**config.mk**
```make
export PLATFORM = sky130hd
export DESIGN_NAME = risc16p
export DESIGN_NICKNAME = d
export VERILOG_FILES = /design/src/rtl/risc16p.sv
export SDC_FILE = /design/constraint.sdc
export NUM_CORES = 1
export LEC_CHECK = 0
export BUFFER_PORTS_ARGS = -buffer_cell sky130_fd_sc_hd__buf_2
export CORE_AREA = 2 2 192 194
export CTS_CLUSTER_SIZE = 20
export DETAILED_ROUTE_END_ITERATION = 16
export DIE_AREA = 0 0 194 196
export PLACE_DENSITY = 0.63
export SYNTH_ARGS = -nofsm -noshare
export SYNTH_HDL_FRONTEND = slang
export SYNTH_SLANG_ARGS = --single-unit
```
**constraint.sdc**
```tcl
create_clock -name clk -period 12.77 [get_ports clk]
set_input_delay 2.554 -clock clk [delete_from_list [all_inputs] [get_ports clk]]
set_output_delay 2.554 -clock clk [all_outputs]
set_load 0.01 [all_outputs]
```
**src/rtl/risc16p.sv**
```systemverilog
// risc16p: four-stage IF/RF/EX/WB 16-bit RISC core with full operand forwarding and EX-stage branches
module reg_file (
  input  logic        clk,
  input  logic        rst,
  input  logic        we,
  input  logic [2:0]  wa,
  input  logic [15:0] wd,
  input  logic [2:0]  ra1,
  input  logic [2:0]  ra2,
  output logic [15:0] rd1,
  output logic [15:0] rd2
);
  logic [15:0] register0, register1, register2, register3;
  logic [15:0] register4, register5, register6, register7;
  logic [15:0] view [8];
  assign view = '{register0, register1, register2, register3, register4, register5, register6, register7};
  assign rd1 = view[ra1];
  assign rd2 = view[ra2];
  always_ff @(posedge clk) begin
    register0 <= rst ? 16'h0 : (we && wa == 3'd0) ? wd : register0;
    register1 <= rst ? 16'h0 : (we && wa == 3'd1) ? wd : register1;
    register2 <= rst ? 16'h0 : (we && wa == 3'd2) ? wd : register2;
    register3 <= rst ? 16'h0 : (we && wa == 3'd3) ? wd : register3;
    register4 <= rst ? 16'h0 : (we && wa == 3'd4) ? wd : register4;
    register5 <= rst ? 16'h0 : (we && wa == 3'd5) ? wd : register5;
    register6 <= rst ? 16'h0 : (we && wa == 3'd6) ? wd : register6;
    register7 <= rst ? 16'h0 : (we && wa == 3'd7) ? wd : register7;
  end
endmodule

module risc16p (
  input  logic        clk,
  input  logic        rst,
  output logic [15:0] iaddr,
  input  logic [15:0] idin,
  output logic        ioe,
  output logic [15:0] daddr,
  output logic [15:0] ddout,
  input  logic [15:0] ddin,
  output logic        doe,
  output logic        dwe
);
  typedef enum logic [3:0] {
    A_PASS, A_NOT, A_XOR, A_ADD, A_SUB, A_SL8, A_SR8, A_SL, A_SR, A_AND, A_OR
  } alu_op_t;
  logic [15:0] if_pc_q, if_pc_d, if_ir_q, if_ir_d, rf_pc_q, rf_pc_d, rf_ir_q, rf_ir_d;
  logic [15:0] rf_treg1_q, rf_treg1_d, rf_treg2_q, rf_treg2_d, rf_immediate_q, rf_immediate_d;
  logic [15:0] ex_pc_q, ex_pc_d, ex_ir_q, ex_ir_d, ex_result_q, ex_result_d;
  logic [15:0] rd_val, rs_val, alu_ain, alu_bin, alu_out, target;
  logic [4:0]  rf_op, ex_op, ex_fn;
  alu_op_t     alu_op;
  logic        ex_we, reg_file_we, is_ld, is_st, if_pc_we;

  function automatic logic writes_rd(input logic [15:0] ir);
    logic [4:0] f;
    f = ir[4:0];
    case (ir[15:11])
      5'b00000: writes_rd = f inside {5'b00001, 5'b00010, 5'b00011, 5'b00100, 5'b00101, 5'b01000,
                                      5'b01001, 5'b01100, 5'b01101, 5'b10000, 5'b10001, 5'b10101};
      5'b00001, 5'b00010, 5'b00100, 5'b00110, 5'b00111: writes_rd = 1'b1;
      default: writes_rd = 1'b0;
    endcase
  endfunction

  reg_file reg_file_inst (
    .clk(clk), .rst(rst), .we(reg_file_we), .wa(ex_ir_q[10:8]), .wd(ex_result_q),
    .ra1(if_ir_q[10:8]), .ra2(if_ir_q[7:5]), .rd1(rd_val), .rd2(rs_val)
  );

  assign iaddr = if_pc_q;
  assign ioe   = ~rst;
  assign daddr = rf_treg2_q;
  assign ddout = rf_treg1_q;
  assign doe   = is_ld;
  assign dwe   = is_st;

  always_comb begin
    ex_op = rf_ir_q[15:11];
    ex_fn = rf_ir_q[4:0];
    alu_op = A_PASS;
    if (ex_op == 5'b00000)
      case (ex_fn)
        5'b00010: alu_op = A_NOT;
        5'b00011: alu_op = A_XOR;
        5'b00100: alu_op = A_ADD;
        5'b00101: alu_op = A_SUB;
        5'b01000: alu_op = A_SL8;
        5'b01001: alu_op = A_SR8;
        5'b01100: alu_op = A_SL;
        5'b01101: alu_op = A_SR;
        5'b10000: alu_op = A_AND;
        5'b10001: alu_op = A_OR;
        default:  alu_op = A_PASS;
      endcase
    else
      alu_op = ex_op == 5'b00100 ? A_ADD : ex_op == 5'b00110 ? A_AND : ex_op == 5'b00111 ? A_OR : A_PASS;
    alu_ain = rf_treg1_q;
    alu_bin = ex_op == 5'b00000 ? rf_treg2_q : rf_immediate_q;
    case (alu_op)
      A_NOT:   alu_out = ~alu_bin;
      A_XOR:   alu_out = alu_ain ^ alu_bin;
      A_ADD:   alu_out = alu_ain + alu_bin;
      A_SUB:   alu_out = alu_ain - alu_bin;
      A_SL8:   alu_out = alu_bin << 8;
      A_SR8:   alu_out = alu_bin >> 8;
      A_SL:    alu_out = alu_bin << 1;
      A_SR:    alu_out = alu_bin >> 1;
      A_AND:   alu_out = alu_ain & alu_bin;
      A_OR:    alu_out = alu_ain | alu_bin;
      default: alu_out = alu_bin;
    endcase
    is_ld = ~rst && ex_op == 5'b00000 && ex_fn == 5'b10101;
    is_st = ~rst && ex_op == 5'b00000 && ex_fn == 5'b10100;
    ex_we = writes_rd(rf_ir_q);
    reg_file_we = ~rst & writes_rd(ex_ir_q);
    ex_result_d = is_ld ? ddin : alu_out;
    target = ex_pc_q + 16'd2 + rf_immediate_q;
    if_pc_we = ~rst & (ex_op == 5'b11000 ? |rf_treg1_q : ex_op == 5'b11001 ? ~|rf_treg1_q :
                       ex_op == 5'b11010 ? rf_treg1_q[15] : ex_op == 5'b11011 ? ~rf_treg1_q[15] :
                       ex_op == 5'b11100);
    // a taken branch kills the instruction in RF and the one being fetched
    if_pc_d = if_pc_we ? target : if_pc_q + 16'd2;
    if_ir_d = if_pc_we ? 16'h0000 : idin;
    rf_ir_d = if_pc_we ? 16'h0000 : if_ir_q;
    rf_pc_d = if_pc_q;
    ex_pc_d = rf_pc_q;
    ex_ir_d = rf_ir_q;
    rf_op = if_ir_q[15:11];
    rf_immediate_d = rf_op == 5'b11100 ? {{5{if_ir_q[10]}}, if_ir_q[10:0]} :
                     rf_op == 5'b00010 ? {if_ir_q[7:0], 8'h00} :
                     (rf_op == 5'b00100 || rf_op[4:3] == 2'b11) ? {{8{if_ir_q[7]}}, if_ir_q[7:0]} :
                     {8'h00, if_ir_q[7:0]};
    rf_treg1_d = (ex_we && rf_ir_q[10:8] == if_ir_q[10:8]) ? ex_result_d :
                 (reg_file_we && ex_ir_q[10:8] == if_ir_q[10:8]) ? ex_result_q : rd_val;
    rf_treg2_d = (ex_we && rf_ir_q[10:8] == if_ir_q[7:5]) ? ex_result_d :
                 (reg_file_we && ex_ir_q[10:8] == if_ir_q[7:5]) ? ex_result_q : rs_val;
  end

  always_ff @(posedge clk) begin
    if (rst) begin
      if_pc_q        <= '0;
      if_ir_q        <= '0;
      rf_pc_q        <= '0;
      rf_ir_q        <= '0;
      rf_treg1_q     <= '0;
      rf_treg2_q     <= '0;
      rf_immediate_q <= '0;
      ex_pc_q        <= '0;
      ex_ir_q        <= '0;
      ex_result_q    <= '0;
    end else begin
      if_pc_q        <= if_pc_d;
      if_ir_q        <= if_ir_d;
      rf_pc_q        <= rf_pc_d;
      rf_ir_q        <= rf_ir_d;
      rf_treg1_q     <= rf_treg1_d;
      rf_treg2_q     <= rf_treg2_d;
      rf_immediate_q <= rf_immediate_d;
      ex_pc_q        <= ex_pc_d;
      ex_ir_q        <= ex_ir_d;
      ex_result_q    <= ex_result_d;
    end
  end
endmodule

```
== After elaboration in Yosys (flattened, before gate mapping) ==
Memory sizes are Yosys's and may differ from the RTL's. A register that Yosys moved wholly into a read port is not among the register bits.
Index checks and enable logic that the tools add are counted.
Cells by class
  bitwise operators: 10
  $lt $le $gt $ge: 2
  equal/unequal tests: 65
  muxes and demuxes: 28
  reductions and logical operators: 26
  add/sub/neg operators: 5
Operators with widths (number)
  2-to-1 mux 16 bit: 14
  one-hot mux 16 bit (10 select lines): 1
  binary-select mux 16 bit (select 3 bit): 2
  equality test 5 bit, second input constant: 13
  equality test 5 x 3 -> 1 bit, second input constant: 11
  equality test 5 x 4 -> 1 bit, second input constant: 8
  equality test 5 x 2 -> 1 bit, second input constant: 7
  adder 16 bit: 2
  adder 16 x 2 -> 16 bit, second input constant: 2
  nonzero test 12 bit: 2
  equality test 5 x 1 -> 1 bit, second input constant: 4
  AND 16 bit: 1
  equality test 4 x 3 -> 1 bit, second input constant: 4
  2-to-1 mux 4 bit: 4
  inverter 16 bit: 1
  bitwise OR 16 bit: 1
  OR reduction 16 bit: 1
  subtractor 16 bit: 1
  bitwise XOR 16 bit: 1
  logical AND 1 bit: 15
  equality test 3 bit: 4
  equality test 3 bit, second input constant: 4
  equality test 4 bit, second input constant: 3
  zero test 5 bit: 2
  other kinds (17): 28
Storage, ports and cells
  word-level logic and storage cells: 155
  memories kept: 1
  memory bits (read-only): 128
  register bits: 288
Memory list
  (no name shown): words 32, bits a word 4, read ports 1, clocked after Yosys merged registers in 1, write ports 0, RTL line 82  | case (ex_fn)

== Longest topological paths before layout ==
Gate-level depths: netlist of the first run.
  depth in word-level cells: 9
  gate-level depth with buffers: 19
  mapped depth without buffers: 16

== Cells and area by module ==
Synthesis of the first run repeated with hierarchy kept, for this count alone.
Second synthesis, totals
  cells, all modules: 1808
  area, all modules: 16475.8 um^2
By module, submodules not included
  risc16p: cells each 1103, area an instance 9598.0 um^2, instances 1, seq. area each 3163.0 um^2
  reg_file: cells each 705, area an instance 6877.8 um^2, instances 1, seq. area each 2562.5 um^2

== Worst setup path after synthesis of the first run ==
Ideal clock, no wire load.
  path kind: input-to-output
  start point: input port rst
  end point: output port doe
  required time: 10.216 ns
  slack: 6.673 ns
  stages on the path: 5
  arrival: 3.543 ns
  cell sequence: nor2b_1 > nand3_1 > or3_1 > inv_1 > clkbuf_1
Between the ends
  longest elaborated chain between the ends: 3
RTL lines
  start: declaration: RTL line 33  | input logic rst,
  inverter 1 bit: RTL line 112  | is_ld = ~rst && ex_op == 5'b00000 && ex_fn == 5'b10101;
  logical AND 1 bit (2 in a row): RTL line 112
  end: declaration: RTL line 40  | output logic doe,
Every way passes these cells.

== Worst setup path in the final report of the first run ==
Same ends and word-level chain as after synthesis.

==> flow_metrics.py, run 1 <==
metrics = {
    "setup_path": {
        "path_cells": "buf_6, nor2b_1, nand3_1, or3_1, buf_4, inv_1, buf_2",
        "required_ps": 10220,
        "crit_path_max_fanout": 33,
        "crit_path_top_delay_cell": "inv_1",
        "crit_path_end_kind": "output port",
        "critPathKind": "in2out",
        "arrival_ps": 4180,
        "worst_setup_path_start_kind": "input port",
        "critPathMaxStageDelay_ps": 380,
    },
    "route": {
        "vias_per_cell": 5.839,
        "wl_per_cell_microns": 21.55,
        "vias": 12869,
        "routed_wirelength_microns": 47490,
        "drc_errors": 0,
        "drtAntennaViolNets": 0,
        "firstDrtPassIters": 7,
        "drtIter0Drc": 980,
    },
    "die": {
        "die_w_microns": 194,
        "design.core.area_sq_um": 36080,
        "rows": 70,
        "top_level_ports": 85,
        "die_area_sq_um": 38020,
        "die_h_microns": 196,
        "start_util_pct": 44.18,
    },
    "synth": {
        "ys.warnings.count": 0,
        "ys.flop_type": "dfxtp_1",
        "yosys.cell_types.count": 82,
        "synth_edf_count": 0,
        "ys_seq_elements": 286,
        "syn-cell-area_sq_um": 15940,
        "syn-mean-instance-area_sq_um": 9.427,
        "netlist_instances": 1691,
        "synth_nets": 1802,
        "async_reset_ff_share_pct": 0,
        "synth-seq-area-share_pct": 35.92,
    },
    "placement": {
        "io_buffers": 84,
        "placedCellCount": 2148,
        "place_congestion": 0.9720,
        "hpwlAfterDp_microns": 33500,
    },
    "clock_tree": {
        "cts-root-buf": "clkbuf_16",
        "cts_setup_buffers": 0,
        "cts.sinks": 286,
        "cts_buffers": 30,
        "htreeDepth": 1,
        "cts_resized": 0,
        "clockBufferDepth": 3,
        "clk_pin_slew_ps": 50,
        "ctsHoldBuffers": 0,
        "cts_tree": "yes",
        "clk_latency_ps": 570,
    },
    "global_route": {
        "grt_pass1_wl_microns": 73080,
        "grt.total_usage_pct": 24.42,
        "use_met1_pct": 32.98,
        "antenna_found_initial": 0,
        "met3_usage_pct": 2.785,
        "grt_start_max_net_pins": 105,
        "use_met2_pct": 39.84,
        "busiest_layer": "met2",
        "grt_overflow": 0,
        "grt_pass1_vias": 12444,
    },
    "sta": {
        "fin_tns_setup_ps": 0,
        "report.final.slew_viol_count": 0,
        "finClkSkew_ps": 13.81,
        "holdWs_ps": 436.3,
        "finalHoldViolCount": 0,
        "rsz0062_at_grt": "no",
        "setup_violations": 0,
        "slew_headroom_pct": 19.98,
        "min_period_over_period_pct": 52.75,
        "finalCriticalPeriod_ps": 6736,
        "max_freq_mhz": 148.4,
        "worstMarginPinSlew_ps": 1200,
    },
    "layout": {
        "nNetsFinal": 1823,
        "multiInputGateArea_sq_um": 9567,
        "n_antenna_cell": 0,
        "drive_above_1_share_pct": 16.36,
        "area_delta_synth_final_pct": 11.31,
        "nFillCells": 3414,
        "fin_cells": 2204,
        "seqCellArea_sq_um": 5731,
    },
    "power": {
        "p_per_area_nw_per_um2": 126.1,
        "p_leak_nw": 8.051,
        "ir_drop_mv": 0.1019,
    },
    "outcome": {
        "outcome": "finished clean",
    },
    "job": {
        "max_cap_violations": 0,
    },
    "worst_hold_path": {
        "hp-class": "reg2reg",
    },
}
## cell families (layout without fill, tap and decap cells)
kind of cell	Yosys count	after routing	synth area share, %
DFF	286	286	35.92
adders and majority gates	77	77	6.138
AOI/OAI and AO/OA	281	281	11.84
buffers and inverters	178	223	4.411
and+or+nand+nor	549	549	16.81
muxes	251	251	21.05
xor gates and xnor gates	69	69	3.838
## synth_stat cells, types with 6 or more instances
cell type | number | area (sq um)
a2111oi_0 | 7 | 61.31
a211oi_1 | 25 | 187.7
a21o_1 | 13 | 97.59
a21oi_1 | 83 | 415.4
a221oi_1 | 7 | 61.31
a22oi_1 | 11 | 82.58
a31oi_1 | 8 | 50.05
and2_1 | 16 | 100.1
and3_1 | 35 | 219.0
buf_1 | 10 | 37.54
buf_2 | 7 | 35.03
clkbuf_1 | 103 | 386.6
dfxtp_1 | 286 | 5725
ha_1 | 75 | 938.4
inv_1 | 51 | 191.4
mux2_2 | 16 | 180.2
mux2i_1 | 165 | 1652
mux2i_2 | 6 | 82.58
mux4_2 | 64 | 1441
nand2_1 | 67 | 251.5
nand2b_1 | 8 | 50.05
nand3_1 | 39 | 195.2
nand4_1 | 10 | 62.56
nor2_1 | 240 | 900.9
nor2b_1 | 50 | 312.8
nor3_1 | 33 | 165.2
nor4_1 | 13 | 81.33
o211ai_1 | 9 | 67.56
o21a_1 | 6 | 45.04
o21ai_0 | 38 | 190.2
o21ai_1 | 7 | 35.03
o21bai_1 | 7 | 52.55
o221ai_1 | 7 | 61.31
o22ai_1 | 14 | 87.58
or3_1 | 7 | 43.79
xnor2_1 | 39 | 341.6
xor2_1 | 29 | 254.0
## worst max-delay path: cells and delay by family
kind | cells | cell delay [ps]
buffers and inverters | 4 | 990
and+or+nand+nor | 3 | 600
## flip-flops by register name, summed over array words and instances, names as in the netlist, named ones only
signal,flops
daddr,16
ddout,16
ex_ir_d,13
ex_ir_q,13
ex_pc_d,16
ex_pc_q,16
ex_result_q,16
iaddr,16
if_ir_q,16
reg_file_inst.register0,16
reg_file_inst.register1,16
reg_file_inst.register2,16
reg_file_inst.register3,16
reg_file_inst.register4,16
reg_file_inst.register5,16
reg_file_inst.register6,16
reg_file_inst.register7,16
rf_immediate_q,16
## final timing paths
check	start	endpoint	slack, ps	cells past startpoint
worst max-delay path	rst	doe	6030	7
worst min-delay path	ex_pc_d[5]$_SDFF_PP0_	ex_pc_q[5]$_SDFF_PP0_	440	1
worst min register to register	ex_pc_d[5]$_SDFF_PP0_	ex_pc_q[5]$_SDFF_PP0_	440	1
worst max register to register	ex_ir_d[13]$_SDFF_PP0_	ddout[15]$_SDFF_PP0_	7120	15
## final cells by class
type / instances / share of cell area [%]
clock buffers: 39 / 4.710
clock inverters: 17 / 0.9872
inverters: 53 / 1.121
multi-input cells: 1227 / 53.91
flip-flops and latches: 286 / 32.29
well taps: 468 / 3.300
repair buffers: 114 / 3.674
## cell usage in the layout, fill, tap and decap left out, types with 8 or more instances in the layout
cell       count
a21o_1        13
buf_2         83
xor2_1        29
clkinv_2       9
o22ai_1       14
buf_4         30
nand4_1       10
and3_1        35
nand3_1       38
nor2_1       240
xnor2_1       39
a22oi_1       11
ha_1          75
a21oi_1       83
o21ai_0       38
and2_1        16
mux4_2        64
o211ai_1       9
nor2b_1       50
dfxtp_1      282
a211oi_1      25
mux2i_1      165
clkbuf_16     31
a31oi_1        8
nand2b_1       8
inv_1         51
nor3_1        33
nor4_1         9
nand2_1       67
mux2_2        16
## routing by layer
layer,wire length (microns),part of all wire [%],up-vias
met5,0,0,-
met4,1962,4.1,0
met3,2924,6.2,91
met2,21760,46,424
met1,20850,44,6245
li1,-,-,6109
## through the flow
step | utilization [%] | setup slack, ps | area, sq um | total power, mW
after global routing | 49.17 | 5937 | 17740 | 2.321
final | 49.17 | 6034 | 17740 | 2.237
after CTS | 49.17 | 6081 | 17740 | 2.245
after detailed placement | 46.37 | 6087 | 16730 | 1.358
after floorplan | - | 6673 | 15940 | 1.240
after global placement | 46.37 | 6109 | 16730 | 1.355
## report_power, final
part / internal, mW / switching, mW / leakage [nW] / total [mW]
Sequential: 0.917 / 0.0506 / 2.32 / 0.968
Clock: 0.523 / 0.366 / 0.496 / 0.889
Combinational: 0.148 / 0.232 / 5.24 / 0.381
Total: 1.59 / 0.649 / 8.05 / 2.24
No activity file was read; power rests on OpenSTA's default activity.
==> inputs of run 2 (changes only) <==
Settings changed: PLACE_DENSITY 0.63 to 0.65.
Clock period 12.77 ns to 6 ns, I/O delays scaled along.
==> flow_metrics.py, run 2 (same netlist as run 1, synthesis figures left out) <==
metrics = {
    "sta": {
        "finClkSkew_ps": 9.776,
        "finalCriticalPeriod_ps": 5039,
        "worstMarginPinSlew_ps": 1176,
        "min_period_over_period_pct": 83.98,
        "setup_violations": 0,
        "max_freq_mhz": 198.5,
        "report.final.slew_viol_count": 0,
        "finalHoldViolCount": 0,
        "slew_headroom_pct": 21.07,
        "fin_tns_setup_ps": 0,
        "rsz0062_at_grt": "no",
    },
    "setup_path": {
        "rrSetupSlack_ps": 960,
        "crit_buf_inv": 0,
        "critPathKind": "reg2reg",
        "worst_setup_path_start_kind": "flop",
        "required_ps": 6390,
        "critPathMaxStageDelay_ps": 690,
        "arrival_ps": 5430,
        "crit_path_top_delay_cell": "or4_4",
        "r2r-end": "ddout[14]$_SDFF_PP0_",
        "rr_startpoint": "ex_ir_d[12]$_SDFF_PP0_",
        "cp_common_cell": "a211oi_1",
        "crit_path_max_fanout": 15,
        "path_cells": "or4_4, nor4_4, and3_1, a211oi_1, xnor2_1, ha_1, o21ai_0, o21bai_1, a211oi_1, o21ai_0, a31oi_1, xor2_1, o21ai_1, a22oi_1, a211oi_1",
        "rr_worst_depth": 15,
        "crit_path_end_kind": "flop",
        "cp_top_family": "compound AO/OA/AOI/OAI gates",
    },
    "clock_tree": {
        "ctsHoldBuffers": 0,
        "cts_buffers": 30,
        "cts.sinks": 286,
        "clk_pin_slew_ps": 60,
        "clockBufferDepth": 3,
        "cts_resized": 0,
        "htreeDepth": 1,
        "cts_setup_buffers": 0,
        "clk_latency_ps": 560,
        "cts_tree": "yes",
        "cts-root-buf": "clkbuf_16",
    },
    "global_route": {
        "grt_pass1_vias": 12737,
        "grt.total_usage_pct": 25.30,
        "grt_pass1_wl_microns": 75420,
        "antenna_found_initial": 0,
        "grt_start_max_net_pins": 219,
        "grt_overflow": 0,
    },
    "placement": {
        "place_congestion": 1.037,
        "hpwlAfterDp_microns": 34410,
        "placedCellCount": 2160,
        "io_buffers": 84,
    },
    "worst_hold_path": {
        "hold_depth": 1,
        "hp-class": "reg2reg",
        "min_to": "ex_pc_q[11]$_SDFF_PP0_",
        "hold_start": "ex_pc_d[11]$_SDFF_PP0_",
    },
    "route": {
        "vias_per_cell": 5.853,
        "vias": 12970,
        "routed_wirelength_microns": 48440,
        "drtAntennaViolNets": 0,
        "wl_per_cell_microns": 21.86,
        "drc_errors": 0,
        "firstDrtPassIters": 6,
        "drtIter0Drc": 1251,
    },
    "power": {
        "ir_drop_mv": 0.2600,
        "p_leak_nw": 8.136,
        "p_per_area_nw_per_um2": 271.3,
    },
    "layout": {
        "drive_above_1_share_pct": 16.99,
        "fin_cells": 2216,
        "n_antenna_cell": 0,
        "mostFrequentLayoutCells": "dfxtp_1, nor2_1, mux2i_1",
        "nNetsFinal": 1835,
        "area_delta_synth_final_pct": 12.38,
        "layout.cells.most_common": "dfxtp_1",
    },
    "die": {
        "start_util_pct": 44.18,
        "top_level_ports": 85,
        "rows": 70,
        "design.core.area_sq_um": 36080,
        "die_h_microns": 196,
        "die_area_sq_um": 38020,
        "die_w_microns": 194,
    },
    "job": {
        "max_cap_violations": 0,
    },
    "outcome": {
        "outcome": "finished clean",
    },
}
## run 2: report_power, final
part           internal, mW  switching (mW)
clock                  1.22           0.773
sequential             1.95           0.107
combinational         0.321           0.487
## run 2: layout make-up
| class | instances | area (sq um) |
|---|---|---|
| fill | 3389 | 18170 |
| multi-input combinational | 1227 | 9567 |
| timing repair buffer | 126 | 754.5 |
| clock buffer | 40 | 859.6 |
| inverter | 53 | 198.9 |
| sequential | 286 | 5731 |
| tap | 468 | 585.6 |
| clock inverter | 16 | 219.0 |
## run 2: through the flow
| stage | area [sq um] | util, % | setup slack (ps) | total power [mW] | hold WS, ps |
|---|---|---|---|---|---|
| finish | 17910 | 49.65 | 961.0 | 4.860 | 433.3 |
| global route | 17910 | 49.65 | 730.2 | 5.057 | 447.8 |
| CTS | 17910 | 49.65 | 1003 | 4.891 | 435.9 |
| detailed placement | 16840 | 46.66 | 1015 | 2.892 | 421.8 |
| global placement | 16840 | 46.66 | 1157 | 2.893 | 416.5 |
| floorplan | 15940 | - | 1737 | 2.639 | 413.8 |
## run 2: metal layers
metal	part of all wire [%]	global-route usage [%]
met1	43	34.67
met2	44	39.50
met4	5.1	12.37
met5	0	0
met3	7.0	3.318
## run 2: how the worst max path moves through the flow
stage | cells after the start | startpoint | slack (ps) | end
after floorplan | 19 | ex_ir_d[12]$_SDFF_PP0_ | 1740 | ddout[15]$_SDFF_PP0_
after global placement | 15 | ex_ir_d[12]$_SDFF_PP0_ | 1160 | ddout[14]$_SDFF_PP0_
after detailed placement | 15 | ex_ir_d[12]$_SDFF_PP0_ | 1010 | ddout[14]$_SDFF_PP0_
after CTS | 15 | ex_ir_d[12]$_SDFF_PP0_ | 1000 | ddout[14]$_SDFF_PP0_
after global routing | 15 | ex_ir_d[12]$_SDFF_PP0_ | 730 | ddout[14]$_SDFF_PP0_
final | 15 | ex_ir_d[12]$_SDFF_PP0_ | 960 | ddout[14]$_SDFF_PP0_
## run 2: worst register-to-register path, stage by stage (launching register included)
cell      delay, ps
dfxtp_1         460
or4_4           690
nor4_4          500
and3_1          500
a211oi_1        120
xnor2_1         200
ha_1            300
o21ai_0         250
o21bai_1        160
a211oi_1        520
o21ai_0         230
a31oi_1         260
xor2_1          170
o21ai_1          70
a22oi_1         300
a211oi_1        140
